[config.mk]
export PLATFORM = sky130hd
export DESIGN_NAME = sample_packer
export DESIGN_NICKNAME = d
export VERILOG_FILES = /design/src/rtl/sample_packer.sv
export SDC_FILE = /design/constraint.sdc
export NUM_CORES = 1
export LEC_CHECK = 0
export BUFFER_PORTS_ARGS = -buffer_cell sky130_fd_sc_hd__buf_2
export CAP_MARGIN = 15
export CELL_PAD_IN_SITES_DETAIL_PLACEMENT = 0
export CELL_PAD_IN_SITES_GLOBAL_PLACEMENT = 1
export CORE_UTILIZATION = 46
export DETAILED_ROUTE_END_ITERATION = 16
export PLACE_DENSITY = 0.71
export SYNTH_ARGS = -nofsm -noshare
export SYNTH_HDL_FRONTEND = slang
export SYNTH_SLANG_ARGS = --single-unit
[constraint.sdc]
create_clock -name fx2_clk -period 3.5 [get_ports fx2_clk]
set_input_delay 0.7 -clock fx2_clk [delete_from_list [all_inputs] [get_ports fx2_clk]]
set_output_delay 0.7 -clock fx2_clk [all_outputs]
set_load 0.01 [all_outputs]
[src/rtl/sample_packer.sv]
// Buffers timetag records in a small FIFO and streams each one LSB-byte-first over the FX2 byte handshake.
// Optional dropped-record counter enabled by defining SAMPLE_PACKER_LOST_COUNT_EN.
module sample_packer #(
  parameter int REC_BYTES = 6,
  parameter int DEPTH     = 4
) (
  input  logic                   fx2_clk,
  input  logic                   reset,
  input  logic [8*REC_BYTES-1:0] rec_in,
  input  logic                   rec_wr,
  output logic                   rec_full,
  output logic [7:0]             sample,
  output logic                   sample_rdy,
  input  logic                   sample_ack,
  output logic [15:0]            lost_count
);

  localparam int W    = 8 * REC_BYTES;
  localparam int PTRW = (DEPTH > 1) ? $clog2(DEPTH) : 1;
  localparam int CNTW = PTRW + 1;
  localparam int IDXW = (REC_BYTES > 1) ? $clog2(REC_BYTES) : 1;
  localparam logic [IDXW-1:0] LAST_IDX  = IDXW'(REC_BYTES - 1);
  localparam logic [CNTW-1:0] FULL_CNT  = CNTW'(DEPTH);

  typedef enum logic {
    S_IDLE,
    S_SEND
  } state_t;

  state_t r_state;
  state_t w_nextState;

  logic [W-1:0]    r_mem [DEPTH];
  logic [PTRW-1:0] r_wrPtr;
  logic [PTRW-1:0] r_rdPtr;
  logic [CNTW-1:0] r_count;
  logic            r_full;
  logic [W-1:0]    r_shift;
  logic [IDXW-1:0] r_byteIdx;

  logic            w_empty;
  logic            w_wrAccept;
  logic            w_fire;
  logic            w_lastByte;
  logic            w_pop;
  logic [CNTW-1:0] w_countNext;

  assign w_empty    = (r_count == '0);
  assign w_wrAccept = rec_wr && !r_full;
  assign sample_rdy = (r_state == S_SEND);
  assign w_fire     = sample_rdy && sample_ack;
  assign w_lastByte = (r_byteIdx == LAST_IDX);
  assign sample     = r_shift[7:0];
  assign rec_full   = r_full;

  always_comb begin
    w_nextState = r_state;
    w_pop       = 1'b0;
    case (r_state)
      S_IDLE: begin
        if (!w_empty) begin
          w_pop       = 1'b1;
          w_nextState = S_SEND;
        end
      end
      S_SEND: begin
        // Refill straight from the FIFO on the final byte so records stream without a gap
        if (w_fire && w_lastByte) begin
          if (!w_empty) w_pop = 1'b1;
          else          w_nextState = S_IDLE;
        end
      end
      default: w_nextState = S_IDLE;
    endcase
  end

  always_ff @(posedge fx2_clk) begin
    if (reset) r_state <= S_IDLE;
    else       r_state <= w_nextState;
  end

  always_ff @(posedge fx2_clk) begin
    if (reset) begin
      r_shift   <= '0;
      r_byteIdx <= '0;
    end else if (w_pop) begin
      r_shift   <= r_mem[r_rdPtr];
      r_byteIdx <= '0;
    end else if (w_fire && !w_lastByte) begin
      r_shift   <= r_shift >> 8;
      r_byteIdx <= r_byteIdx + 1'b1;
    end
  end

  always_comb begin
    w_countNext = r_count;
    if (w_wrAccept && !w_pop)      w_countNext = r_count + 1'b1;
    else if (!w_wrAccept && w_pop) w_countNext = r_count - 1'b1;
  end

  always_ff @(posedge fx2_clk) begin
    if (w_wrAccept) r_mem[r_wrPtr] <= rec_in;
  end

  always_ff @(posedge fx2_clk) begin
    if (reset) begin
      r_wrPtr <= '0;
      r_rdPtr <= '0;
      r_count <= '0;
      r_full  <= 1'b0;
    end else begin
      if (w_wrAccept) r_wrPtr <= r_wrPtr + 1'b1;
      if (w_pop)      r_rdPtr <= r_rdPtr + 1'b1;
      r_count <= w_countNext;
      r_full  <= (w_countNext == FULL_CNT);
    end
  end

`ifdef SAMPLE_PACKER_LOST_COUNT_EN
  logic [15:0] r_lostCount;

  // Drops are judged against the registered full flag, so a same-cycle pop does not rescue the write
  always_ff @(posedge fx2_clk) begin
    if (reset)
      r_lostCount <= '0;
    else if (rec_wr && r_full && (r_lostCount != 16'hFFFF))
      r_lostCount <= r_lostCount + 1'b1;
  end

  assign lost_count = r_lostCount;
`else
  assign lost_count = 16'h0000;
`endif

endmodule

======== Word level (Yosys, flattened, before mapping) ========
Memories as Yosys holds them, arrays and structs flattened. A register that Yosys moved wholly into a read port is not among the register bits.
Index checks and enable logic that the tools add are counted.
operators by class
  add/sub/neg operators ................... 5
  equal/unequal tests ..................... 2
  multiplexer cells ....................... 13
  bitwise logic cells ..................... 1
  reduce and logical (&&, ||, !) cells .... 13
operators with widths
  cell                                               number
  2-to-1 mux 48 bit                                  2
  adder 3 x 1 -> 3 bit (second input constant)       2
  == test 3 bit (second input constant)              2
  logical AND 1 bit                                  6
  2-to-1 mux 3 bit                                   2
  2-to-1 mux 1 bit                                   5
  adder 2 x 1 -> 2 bit (second input constant)       2
  logical NOT 1 bit                                  4
  2-to-1 mux 2 bit                                   2
  case mux 1 bit (2 select lines)                    2
  logical NOT 3 bit                                  1
  subtractor 3 x 1 -> 3 bit (second input constant)  1
  nonzero test 2 bit                                 1
  OR reduction 2 bit                                 1
  NOT 1 bit                                          1
storage, ports and cells
  register bits ........................... 60
  memory bits (writable) .................. 192
  bits of input ports ..................... 52
  output and inout bits ................... 26
  word-level logic and storage cells ...... 42
  memories ................................ 1
memory list
  name   depth  bits a word  rd ports  clocked after memory_dff  wr ports  RTL line  RTL
  r_mem  4      48           1         1                         1         33        logic [W-1:0] r_mem [DEPTH];

======== Logic depth before layout (Yosys ltp) ========
Gate-level depths: netlist of run 1.
  depth in word-level cells ............... 8
  mapped depth ............................ 8
  depth with buffers taken out ............ 6

======== Worst setup path after synthesis of run 1 ========
OpenSTA, ideal clock, no wires.
  kind .................................... input-to-reg
  start ................................... in rec_wr
  end ..................................... mem r_mem[0][0] in the netlist's numbering, enable pin
  library setup time ...................... 0.410 ns
  data arrival time ....................... 2.208 ns
  data required time ...................... 3.090 ns
  slack ................................... 0.881 ns
  cell stages on the path ................. 2
  path buffers ............................ 0
  cells stage by stage .................... nor2b_1 and2_1
on the way
  word-level cells in the longest chain between the ends .. 3
ends and longest elaborated chain
  what                                    RTL line  RTL
  start, declared                         10        input logic rec_wr,
  logical AND 1 bit                       49        assign w_wrAccept = rec_wr && !r_full;
  2-to-1 mux 1 bit                        102       if (w_wrAccept) r_mem[r_wrPtr] <= rec_in;
  2-to-1 mux 1 bit (not written as such)  102
  end, declared                           33
No other way between the ends.

==> results of run 1 <==
through the flow:
stage	hold WS, ns	power, mW	cell area [um^2]	worst slack, ns	std cells
after floorplan	0.432	5.47	9800	0.881	606
after global placement	0.438	5.99	10300	1.05	895
after detailed placement	0.444	6.05	10300	1.04	895
after CTS	0.364	9.05	11300	1.32	947
after global routing	0.363	9.39	11300	1.12	947
final	0.383	8.95	11300	1.33	947
Yosys cell counts, drive strengths merged:
library cell	instances	area share [%]
o2111a	1	0.12
edfxtp	192	59
inv	8	0.31
xor2	1	0.090
conb	1	0.038
a21oi	41	2.1
nor2	19	0.73
a311oi	12	1.1
nor2b	2	0.13
nand3	10	0.51
or4b	1	0.10
and2	7	0.46
xnor2	3	0.27
nand2	64	2.5
o21ai	5	0.26
a22oi	31	2.4
ha	9	1.2
a211oi	1	0.077
nor3b	1	0.077
a2111oi	1	0.090
nor3	3	0.15
clkbuf	17	0.65
dfxtp	62	13
nand2b	3	0.19
a221oi	1	0.090
buf	40	2.9
maj3	1	0.10
and3	1	0.064
mux4	48	11
or3	1	0.064
a32oi	1	0.090
a21bo	1	0.10
or4	1	0.077
a31oi	1	0.064
worst register-to-register path: stages (launching register included):
cell and delay (ns):
dfxtp_1 0.39, ha_1 0.26, nand3_1 0.19, a21oi_4 0.60, buf_4 0.35, xnor2_1 0.18, nor2_1 0.06
power by group:
group	total (mW)	leakage, nW	switching, mW	internal (mW)
combinational	1.88	1.05	1.05	0.830
clock	2.99	0.477	1.14	1.85
sequential	4.07	2.27	0.330	3.74
worst min path at each step:
stage	startpoint	to	slack [ns]
6_report	rec_in[0]	r_mem[1][0]	0.38
5_1_grt	rec_in[0]	r_mem[1][0]	0.36
4_1_cts	rec_in[32]	r_mem[3][32]	0.36
3_5_place_dp	r_shift[6]	r_shift[6]	0.44
3_3_place_gp	r_shift[6]	r_shift[6]	0.44
2_1_floorplan	r_shift[28]	r_shift[28]	0.43
state kept, by name, summed over array words and instances (netlist names), named ones only:
register and count:
rec_full 1, r_byteIdx 3, r_rdPtr 2, r_count 3, r_mem 192, sample_rdy 1, r_wrPtr 2, r_shift 48
layout make-up:
type / instances / share of cell area, %
flip-flops and latches: 254 / 62.3
multi-input cells: 287 / 21.7
clock buffers: 36 / 6.85
repair buffers: 76 / 4.05
well taps: 270 / 3.00
clock inverters: 16 / 1.77
inverters: 8 / 0.267
metal layers:
metal / wire length [um] / track usage (%) / vias up / part of all wire [%]
li1: - / - / 2383 / -
met1: 8310 / 24.5 / 2603 / 44
met2: 9440 / 30.4 / 119 / 50
met3: 826 / 2.47 / 25 / 4.4
met4: 388 / 5.31 / 0 / 2.0
met5: 0 / 0 / - / 0
cells by family (layout without fill, tap and decap cells):
| kind of cell | Yosys count | count (layout) | share of synthesized area [%] |
|---|---|---|---|
| muxes | 48 | 48 | 11.1 |
| adders and majority gates | 10 | 10 | 1.26 |
| xor gates and xnor gates | 4 | 4 | 0.359 |
| buffers and inverters | 65 | 136 | 3.85 |
| AOI/OAI and AO/OA | 96 | 96 | 6.49 |
| other | 1 | 16 | 0.0385 |
| DFF | 254 | 254 | 71.9 |
| and+or+nand+nor | 113 | 113 | 5.03 |
cells in the final DEF, fill, tap and decap left out, types with 2 or more instances in the layout:
master / n
a21oi_1: 40
a22oi_1: 31
a311oi_1: 12
and2_1: 2
and2_2: 5
buf_12: 3
buf_2: 61
buf_4: 12
bufinv_16: 4
clkbuf_1: 4
clkbuf_16: 28
clkbuf_8: 4
clkinv_1: 2
clkinv_2: 6
conb_1: 16
dfxtp_1: 60
edfxtp_1: 192
ha_1: 9
inv_1: 7
mux4_2: 48
nand2_1: 64
nand2b_1: 3
nand3_1: 10
nor2_1: 19
nor2b_1: 2
nor3_1: 3
o21ai_0: 4
xnor2_1: 3
==> summary.md, run 1 <==
| Metric | Value |
|---|---|
| Status | finished clean |
| Worst slew margin | 33.7% |
| Area growth from synthesis to layout | 15.4% |
| Total grt overflow | 0 |
| TritonCTS clock tree | built |
| Max Clock Skew | 0.00770 ns |
| Initial core utilization | 47.6% |
| Hold/Removal Path Class | input port to flop |
| IO Pins | 78 |
| Final core occ | 54.9% |
| CP bufs+invs | 1 |
| RSZ-0062 raised after global routing | false |
| Initial DRC count | 305 |
| Reg2reg setup slack | 1.33 ns |
| Full die area | 0.0218 mm^2 |
| Delay of the slowest critical-path stage | 0.60 ns |
| Layout cells sized above 1 | 26.9% |
| Pleak | 3.80 nW |
| Vias per inst | 5.42 |
| Post-route ant nets | 0 |
| RD Place Congestion | 0.764 |
| Diode count | 0 |
| Worst setup path class | flop to flop |
| Drt drc | 0 |
| GRT Overall Usage | 18.0% |
| Clk buf depth | 3 |
| Input/output buffers | 61 |
| Rows | 52 |
| CTS sink cnt | 254 |
| Clock latency on the worst-skew pair | 0.53 ns |
| Post-DP HPWL | 11300 um |
| Nets@finish | 716 |
| Max Cap Violations | 0 |
| CP max-delay cell | a21oi_4 |
| Sum of negative setup slack | 0 ns |
| Worst Path Required | 3.89 ns |
| Least-Margin Pin Slew | 0.995 ns |
| Synth Cell Area | 0.00975 mm^2 |
| Period utilisation layout | 62.0% |
| Clk root buf | clkbuf_16 |
| Reg area | 0.00701 mm^2 |
| Inserted Clock Buffers | 28 |
| Mean post-synth cell area | 16.5 um^2 |
| Final setup vio count | 0 |
| Cell Chain, Critical Path | ha_1, nand3_1, a21oi_4, buf_4, xnor2_1, nor2_1 |
| First-pass GRT wire length | 30000 um |
| Worst setup path start | r_byteIdx[0] |
| Nature of the critical path startpoint | flop |
| Synth unique cells | 40 |
| Footprint of the multi-input gates | 0.00245 mm^2 |
| Vias in the first global route | 5387 |
| WP data arrival | 2.56 ns |
| Max Fclk | 0.461 GHz |
| WL final | 19000 um |
| CTS H-tree lvls | 1 |
| Largest net degree at the start of global routing | 49 |
| Final Max Slew Viols | 0 |
| Post-CTS setup buffer count | 0 |
| Yosys warning count | 0 |
| Routed via count | 5130 |
| Placeable Area | 0.0205 mm^2 |
| Die width | 148 um |
| Fill cells | 1649 |
| Post-synthesis sequential area ratio | 71.9% |
| Clock transition at the registers of the reported paths | 0.06 ns |
| Top Family by Delay on Critical Path | compound AO/OA/AOI/OAI gates |
| Die height | 148 um |
| CP endpoint kind | flop |
| PostCTS Resize Cnt | 0 |
| TritonRoute pass-1 iters | 4 |
| Count of state elements after synthesis | 254 |
| Initial antenna violation count | 0 |
| Drt wl/cell | 20.0 um |
| CTS Hold Bufs | 0 |
| Maximum fanout along the worst path | 21 |
| Fin crit period | 2.17 ns |
| RR Startpoint | r_byteIdx[0] |
| Hold violation count in the final report | 0 |
| Syn Inst Count | 591 |
| Hold path cells | 1 |
| FF-to-FF path depth | 6 |
| Count of cell instances traversed by the critical path | 6 |
| Worst VDD drop | 0.489 mV |
| Pwr Density | 795 mW/mm^2 |
Power figures use the tool's default switching activity.
==> run 2: changes to the inputs <==
- ABC_AREA: not set -> 1
- CORE_UTILIZATION: 46 -> 43
- PLACE_DENSITY: 0.71 -> 0.73
- clock period: 3.5 -> 1.8 ns (I/O delays scaled with it)
==> summary.md, run 2 <==
| Metric | Value |
|---|---|
| Initial core utilization | 44.3% |
| Inst Count DP | 1265 |
| Vias in the first global route | 6093 |
| Worst setup path class | flop to flop |
| Synth Area in Adders | 1.11% |
| WL final | 21000 um |
| Post-DP HPWL | 12400 um |
| Clock transition at the registers of the reported paths | 0.06 ns |
| Input/output buffers | 61 |
| Yosys warning count | 0 |
| Fin area | 0.0119 mm^2 |
| Reg2reg setup slack | 0.15 ns |
| Largest family of logic cells by synthesized area | simple AND/OR/NAND/NOR gates |
| Worst setup path start | r_byteIdx[0] |
| Hold/Removal Path Class | input port to flop |
| Delay of the slowest critical-path stage | 0.34 ns |
| Largest net degree at the start of global routing | 57 |
| Synth top area share | 56.9% |
| Nets@finish | 1049 |
| Drt wl/cell | 15.9 um |
| Full die area | 0.0242 mm^2 |
| Max Cap Violations | 0 |
| Number of flip-flops in the largest register | 192 |
| Post-synthesis xor/xnor area fraction | 0.173% |
| Nature of the critical path startpoint | flop |
| Pre-CTS setup slack | 0.157 ns |
| Final Total Pwr | 18.7 mW |
| GRT Overall Usage | 17.6% |
| Most common cell after layout, fill and taps aside | edfxtp_1 |
| Placeable Area | 0.0228 mm^2 |
| Clk root buf | clkbuf_16 |
| Cell Chain, Critical Path | ha_1, nand3_1, nand2_2, nand2_4, inv_4, nor2_4, buf_12, clkbuf_16, nand2_1, nand3_1, nand2_1, inv_1 |
| Period utilisation layout | 91.8% |
| Vias per inst | 4.92 |
| Pleak | 4.61 nW |
| First-pass GRT wire length | 32900 um |
| Final Max Slew Viols | 0 |
| Post-route ant nets | 0 |
| WP data arrival | 2.13 ns |
| Syn Inst Count | 923 |
| Maximum fanout along the worst path | 12 |
| RR Startpoint | r_byteIdx[0] |
| Fill cells | 2020 |
| Diode count | 0 |
| Max Clock Skew | 0.00731 ns |
| Synth unique cells | 28 |
| Worst VDD drop | 0.888 mV |
| Die height | 155 um |
| Post-synthesis async set-or-reset flop share | 0% |
| Inserted Clock Buffers | 27 |
| Synth Cell Area | 0.0101 mm^2 |
| Most flop-heavy register | r_mem |
| Final setup vio count | 0 |
| Non-filler instance count after layout | 1321 |
| Post-Synth Simple-Gate Area | 13.9% |
| Die width | 155 um |
| Layout cells sized above 1 | 15.0% |
| Clock latency on the worst-skew pair | 0.52 ns |
| Fin crit period | 1.65 ns |
| RD Place Congestion | 0.750 |
| Post-synthesis sequential area ratio | 69.2% |
| Most frequent cells in the layout | 192 x edfxtp_1, 187 x nand2_1, 113 x nor2_1 |
| Final worst setup slack | 0.147 ns |
| Critical Path End | r_shift[15] |
| R2R Path End | r_shift[15] |
| Mean post-synth cell area | 11.0 um^2 |
| TritonRoute pass-1 iters | 5 |
| Rows | 55 |
| Post-synth EDFFs | 192 |
| Total grt overflow | 0 |
| Synth area leaders | edfxtp_1 57%, dfxtp_1 12%, nand2_1 7.0%, o21ai_0 4.9%, nor2_1 4.3% |
| Max Fclk | 0.605 GHz |
| FF-to-FF path depth | 12 |
| CTS Hold Bufs | 0 |
| Pwr Density | 1580 mW/mm^2 |
| Area growth from synthesis to layout | 17.2% |
| CP endpoint kind | flop |
| IO Pins | 78 |
| Clk buf depth | 3 |
| CTS sink cnt | 254 |
| CTS H-tree lvls | 1 |
| Most frequent cell after synthesis | edfxtp_1 |
| Initial antenna violation count | 0 |
| Synth top cells by count | 192 x edfxtp_1, 188 x nand2_1, 117 x nor2_1 |
| Worst Path Required | 2.27 ns |
| CP max-delay cell | dfxtp_1 |
| Drt drc | 0 |
| Hold violation count in the final report | 0 |
| Post-place instance area | 0.0109 mm^2 |
| Multiplexer share of the synthesized area | 0% |
| Compound-Gate Fraction of Synth Area | 8.82% |
| Status | finished clean |
| Count of state elements after synthesis | 254 |
| Biggest regs | r_mem (192), r_shift (48) |
| Synth Flop Type | edfxtp_1 |
| TritonCTS clock tree | built |
| Routed via count | 6502 |
| Initial DRC count | 356 |
| Cell taking the most area after synthesis | edfxtp_1 |
## run 2: per-layer routing
metal	routed length, um	GRT usage, %
met1	9530	23.6
met2	10200	29.9
met3	861	2.65
met4	464	4.67
met5	0	0
## run 2: report_power, final
group          total (mW)  internal [mW]  switching (mW)
sequential           7.65           7.25           0.399
clock                5.38           3.24            2.14
combinational        5.70           2.17            3.54
total                18.7           12.7            6.08
## run 2: critical path: cells and delay by family (launching register included)
kind          cells  cell delay (ns)
flops             1             0.34
simple gates      7             0.62
fa+ha+maj         1             0.22
buf+inv           4             0.42
## run 2: how the worst min path moves through the flow
stage          slack, ns  cells after the start           end        start
6_report            0.05                      1  r_mem[3][20]   rec_in[20]
5_1_grt             0.04                      1  r_mem[3][44]   rec_in[44]
4_1_cts             0.03                      1   r_mem[3][3]    rec_in[3]
3_5_place_dp        0.46                      2   r_shift[46]  r_shift[46]
3_3_place_gp        0.46                      2   r_shift[41]  r_shift[41]
2_1_floorplan       0.43                      1   r_shift[32]        reset
## run 2: area by class of cell
class                           count  area, um^2  share of cell area [%]
Multi-Input combinational cell    548        2530                    21.3
Inverter                           60         228                    1.92
Timing Repair Buffer               97         841                    7.08
Sequential cell                   254        7010                    59.1
Clock inverter                     17         158                    1.33
Tap cell                          313         392                    3.30
Clock buffer                       32         714                    6.02
## run 2: timing repair
| item | in CTS | in global routing |
|---|---|---|
| setup endpoints to repair | 0 | 2 |
| setup buffers | 0 | 4 |
| resized for setup | 0 | 3 |
## run 2: metrics by stage
stage | util (%) | setup TNS (ns) | hold WS [ns]
floorplan | - | -89.54 | 0.429
CTS | 51.4 | 0 | 0.0277
finish | 51.9 | 0 | 0.0480
detailed placement | 47.6 | 0 | 0.458
global placement | 47.6 | 0 | 0.455
global route | 51.9 | -0.0126 | 0.0352
## run 2: kinds of logic after synthesis
| logic type | after synthesis |
|---|---|
| buffers and inverters | 136 |
| XOR/XNOR | 2 |
| flip-flops | 254 |
| other | 1 |
| adder cells (fa/ha/maj) | 9 |
| AND/OR/NAND/NOR | 354 |
| AO/OA/AOI/OAI | 167 |
